==> src/rtl/shared_reg_arbiter.sv <==
// shared_reg_arbiter: round-robin write arbiter with bounded burst lock for one shared N-bit register
module shared_reg_arbiter #(
    parameter int N         = 8,
    parameter int MAX_BURST = 4
) (
    input  logic           clk,
    input  logic           reset,
    input  logic [3:0]     req_valid,
    input  logic [3:0]     req_lock,
    input  logic [4*N-1:0] req_data,
    output logic [3:0]     req_ready,
    input  logic [N-1:0]   reg_Q,
    output logic [N-1:0]   reg_D,
    output logic           locked,
    output logic [1:0]     last_id,
    output logic [15:0]    wr_count
);
    typedef enum logic {IDLE, LOCKED} state_t;
    state_t     fsm;
    logic [1:0] ptr, owner, gid;
    logic [3:0] burst_cnt;
    logic       gv;
    always_comb begin
        gv  = 1'b0;
        gid = ptr;
        for (int k = 3; k >= 0; k--) begin
            if (req_valid[ptr + 2'(k)]) begin
                gv  = 1'b1;
                gid = ptr + 2'(k);
            end
        end
        if (fsm == LOCKED) begin
            gv  = req_valid[owner];
            gid = owner;
        end
        if (reset) gv = 1'b0;
    end
    assign req_ready = gv ? 4'b0001 << gid : 4'b0000;
    assign reg_D     = reset ? '0 : gv ? req_data[gid*N +: N] : reg_Q;
    assign locked    = fsm == LOCKED;
    always_ff @(posedge clk) begin
        if (reset) begin
            fsm       <= IDLE;
            ptr       <= 2'd0;
            owner     <= 2'd0;
            burst_cnt <= 4'd0;
            last_id   <= 2'd0;
            wr_count  <= 16'd0;
        end else begin
            if (gv) begin
                last_id  <= gid;
                wr_count <= wr_count + 16'd1;
                ptr      <= gid + 2'd1;
            end
            if (fsm == IDLE) begin
                if (gv && req_lock[gid] && MAX_BURST > 1) begin
                    fsm       <= LOCKED;
                    owner     <= gid;
                    burst_cnt <= 4'd1;
                end
            end else if (gv && req_lock[owner] && ({1'b0, burst_cnt} + 5'd1) != 5'(MAX_BURST)) begin
                burst_cnt <= burst_cnt + 4'd1;
            end else begin
                // owner dropped valid, released the lock, or hit the burst limit
                fsm       <= IDLE;
                burst_cnt <= 4'd0;
            end
        end
    end
endmodule

==> config.mk <==
export PLATFORM = sky130hd
export DESIGN_NAME = shared_reg_arbiter
export DESIGN_NICKNAME = d
export VERILOG_FILES = /design/src/rtl/shared_reg_arbiter.sv
export SDC_FILE = /design/constraint.sdc
export NUM_CORES = 1
export LEC_CHECK = 0
export ABC_AREA = 1
export CORE_ASPECT_RATIO = 1.1
export CORE_UTILIZATION = 45
export DETAILED_ROUTE_END_ITERATION = 10
export MAX_ROUTING_LAYER = met4
export PLACE_DENSITY_LB_ADDON = 0.2
export SETUP_SLACK_MARGIN = 0.5
export SLEW_MARGIN = 10
export SYNTH_ARGS = -nofsm -noshare
export SYNTH_HDL_FRONTEND = slang
export SYNTH_SLANG_ARGS = --single-unit
==> constraint.sdc <==
create_clock -name clk -period 4 [get_ports clk]
set_input_delay 0.6 -clock clk [delete_from_list [all_inputs] [get_ports clk]]
set_output_delay 0.6 -clock clk [all_outputs]
set_load 0.05 [all_outputs]
Yosys cells after proc, flatten, opt, wreduce, memory -nomap -nowiden
Cells that the tools add are included.

word-level totals
  flip-flop bits (word level) = 27
  input bits = 50
  word-level logic and storage cells = 62

cells by class
  add/sub/neg operators = 7
  $lt $le $gt $ge = 6
  equality and inequality tests = 1
  shifts and indexed selects = 2
  muxes and demuxes = 34
  bitwise gates (word level) = 1
  reductions and logical operators = 5

operators by type and width
  kind                                                 count
  variable part select 32 x 6 -> 8 bit                 1
  < comparator 2 x 3 -> 1 bit (second input constant)  6
  adder 16 x 1 -> 16 bit (second input constant)       1
  two-way mux 1 bit                                    16
  two-way mux 4 bit                                    4
  two-way mux 8 bit                                    2
  binary-select mux 1 bit (select 2 bit)               7
  two-way mux 2 bit                                    5
  adder 4 x 1 -> 5 bit (second input constant)         1
  != test 5 x 3 -> 1 bit (second input constant)       1
  adder 2 x 1 -> 2 bit (second input constant)         2
  adder 2 bit (second input constant)                  2
  adder 4 x 1 -> 4 bit (second input constant)         1
  << shifter 1 x 2 -> 4 bit (first input constant)     1
  logical AND 1 bit                                    3
  AND reduction 2 bit                                  1
  nonzero test 2 bit                                   1
  NOT 1 bit                                            1

Depth between registers and ports, before layout
  word-level depth = 13
  gate-level depth with buffers = 18

Least setup slack after synthesis
No wires, ideal clock.

  path kind = in2out
  start point = input port req_valid[1]
  end point = output port req_ready[0]
  arrival = 2.416 ns
  required time = 3.400 ns
  setup slack = 0.984 ns
  stages = 13
  buffers on the path = 2
  cell sequence = inv_1 -> o21ai_2 -> nand2_1 -> nand3_2 -> nand3_1 -> nand2_1 -> nand3_2 -> nand2_4 -> buf_8 -> buf_12 -> ha_1 -> inv_1 -> nor2_1

on the way
  word-level cells in the longest chain between the ends = 9

RTL lines
  element                                                               line    text
  start, declared                                                       8       input logic [3:0] req_valid,
  binary-select mux 1 bit (select 2 bit)                                27      if (req_valid[ptr + 2'(k)]) begin
  two-way mux 1 bit (not written as such)                               27
  two-way mux 2 bit or two-way mux 1 bit (tied branches) (4 in series)  27
  two-way mux 2 bit or two-way mux 1 bit (tied branches)                32      if (fsm == LOCKED) begin
  << shifter 1 x 2 -> 4 bit or two-way mux 1 bit (tied branches)        38, 36
  two-way mux 4 bit (*)                                                 38      assign req_ready = gv ? 4'b0001 << gid : 4'b0000;
  end, declared                                                         11      output logic [3:0] req_ready,

Mark *: on every way between the ends. The rest lies on a longest branch, timed or not. The select of a mux whose other input is x is not followed.

Worst setup path after layout
  start point = input port req_valid[1]
  end point = output port req_ready[3]

The elaborated chain is that of the path after synthesis.

==> flow_summary.ini <==
[pwr]
irDropWorstVdd_mv = 0.489
switching_power_w = 0.00129
p_clk_frac = 0.072
switching_share = 0.547
p_comb_frac = 0.772
power_density_mw_per_mm2 = 773
seqPwrFrac = 0.156
internal-power_w = 0.00107
power_leakage_nw = 1.28

[synthesis]
synth-seq-area-share = 0.257
yosys.area.top_type = dfxtp_1
yosys_warnings = 0
avgSynthCellArea_um2 = 6.30
synth-seq-cells = 27
synth_area_mm2 = 0.00210
synth_top_area_share = 0.257
synth_area_leaders = dfxtp_1 26%, nand2_1 17%, nand3_1 13%, inv_1 6.2%, a21oi_1 5.9%
synth_nets = 390
syn_inst = 334
yosysUniqueCellTypes = 37

[floorplanning]
core-area_mm2 = 0.00438
dieWidth_um = 67.2
die_y_um = 73.7
io_pins = 81
die-area_mm2 = 0.00495
rows = 25
initial_utilization = 0.481

[hold_path]
hold_path_class = reg -> reg

[final_layout]
nNetsFinal = 463
multi_input_area_mm2 = 0.00133
n_antenna_cell = 0
register_area_um2 = 542
area_growth_pct = 45.3
drive_gt1_frac = 0.106
nFillCells = 377

[timing]
hold_viol = 0
fmax_ghz = 0.300
finalClockSkew_ns = 0.00577
worst_hold_slack_ns = 0.494
rsz0062_at_grt = yes
min_period_ns = 3.33
drv_slew = 0
worstMarginPinSlew_ns = 0.750
slew_headroom = 0.499
finalSetupViolCount = 0
post-route-period-util = 0.833
setup_tns_ns = 0

[routing]
detail_route.wirelength_mm = 5.96
routedWlPerCell_um = 13.0
vias = 2445
drt-initial-drc-count = 151
remaining_drc_errors = 0
drt_pass1_iterations = 4
ant_nets = 0
via_per_inst = 5.32

[grt]
grt_max_degree = 26
grt_pass1_wl_mm = 9.83
grt_overflow_total = 0
grt_usage = 0.264
antenna_found_initial = 0
grt_pass1_vias = 2243

[clock_tree]
numCtsBuffers = 3
insertion_delay_ns = 0.29
cts_setup_buffers = 0
path_clk_slew_ns = 0.10
postCtsHoldBufs = 0
cts.repair.resized = 1
ctsRootBufferMaster = clkbuf_8
cts.sinks = 27
tritoncts = built
cts_buffer_depth = 2
cts.htree.levels = 1

[critical_path]
endpoint_kind = output port
path_cells = clkdlybuf4s50_1 > inv_1 > o21ai_2 > nand2_1 > nand2_1 > nand4_1 > nand3_4 > nand2_8 > inv_8 > ha_1 > inv_1 > nor2_1 > buf_12
max_stage_delay_ns = 0.48
worstPathBufferInverterCount = 5
crit_required_ns = 3.40
startpoint_type = primary input
crit_type = in -> out
path_max_fanout = 25
critPathArrivalTime_ns = 2.73
r2r_setup_slack_ns = 1.66
worst_path_dominant_cell_family = buffers and inverters
slowest_stage = clkdlybuf4s50_1

[flow_run]
max_cap_viol_count = 0

[status]
outcome = finished clean

[placement]
io_buffers = 80
gp_congestion = 0.839
hpwl_mm = 4.53
layout by cell type, fill, tap and decap left out, drive strengths merged, types with 2 or more instances in the layout:
master         Yosys  final
a21oi             25     25
and3               2      2
buf                9     14
clkbuf             5      3
clkdlybuf4s50      0     68
dfxtp             27     27
ha                 6      6
inv               37     37
nand2            101    101
nand3             59     59
nand4              4      4
nor2              17     17
nor3               8      8
nor3b              2      2
o21ai             21     21
xnor2              2      2
xor2               2      2
logic make-up after synthesis:
group / Yosys count / share of synthesized area
DFF: 27 / 0.257
adders and majority gates: 6 / 0.0357
and+or+nand+nor: 196 / 0.439
buffers and inverters: 51 / 0.123
xor gates and xnor gates: 4 / 0.0166
AOI/OAI and AO/OA: 50 / 0.128
state kept, by name, indices dropped and copies added (netlist names):
register	cells
wr_count	16
burst_cnt	4
last_id	2
owner	2
ptr	2
locked	1
synth_stat cells (all sizes together):
library cell / number
a31oi: 1
nand3: 59
nor4b: 1
o21ai: 21
o21bai: 1
nand2: 101
ha: 6
nor2: 17
nand3b: 1
buf: 9
nor3b: 2
nor4: 1
xnor2: 2
xor2: 2
dfxtp: 27
o21a: 1
a21oi: 25
nand4: 4
nor3: 8
inv: 37
and3: 2
clkbuf: 5
a211oi: 1
worst reg2reg max path, cell delays in order, from the launching register on:
cell and delay (ns):
dfxtp_2 0.56, inv_1 0.16, nand2_1 0.08, nand2_1 0.07
nand2_1 0.11, nand3_1 0.07, nand4_1 0.07, nand2_1 0.10
nand2_1 0.15, clkinvlp_4 0.27, nand3_1 0.17, nand3_1 0.17
o21ai_0 0.20, nor2_1 0.06
routing by layer:
metal,vias to the layer above,part of all wire,GRT usage,routed length [µm]
met2,68,0.50,0.453,3000
met3,20,0.042,0.0388,251
met4,0,0.034,0.106,204
li1,1244,-,-,-
met1,1113,0.42,0.304,2500
met5,-,0,-,0
final timing paths:
path,from,endpoint,cells after the start
setup / recovery,req_valid[1],req_ready[3],13
hold / removal,last_id[1],last_id[1],2
setup reg to reg,ptr[0],owner[0],13
hold reg to reg,last_id[1],last_id[1],2
per-stage QoR:
stage | std cells | utilization | total power, W | setup slack (ns) | area, µm²
after floorplan | 334 | - | 0.00165 | 0.984 | 2100
after global placement | 456 | 0.679 | 0.00210 | 0.538 | 2980
after detailed placement | 456 | 0.679 | 0.00214 | 0.424 | 2980
after CTS | 460 | 0.691 | 0.00232 | 0.509 | 3030
after global routing | 460 | 0.698 | 0.00255 | 0.485 | 3060
final | 460 | 0.698 | 0.00236 | 0.669 | 3060
power groups by stage:
stage / registers (W) / clock network (W) / logic (W)
after floorplan: 0.000414 / 0 / 0.00123
after global placement: 0.000369 / 0 / 0.00174
after detailed placement: 0.000370 / 0 / 0.00177
after CTS: 0.000364 / 0.000174 / 0.00178
after global routing: 0.000374 / 0.000182 / 0.00199
final: 0.000368 / 0.000170 / 0.00183
layout make-up:
cell class                      instances  share of cell area
Sequential cell                        27               0.177
Timing Repair Buffer                   82               0.302
Multi-Input combinational cell        256               0.433
Clock inverter                          1             0.00286
Inverter                               37              0.0491
Clock buffer                            3              0.0135
Tap cell                               54              0.0221
No activity file was read; power rests on OpenSTA's default activity.
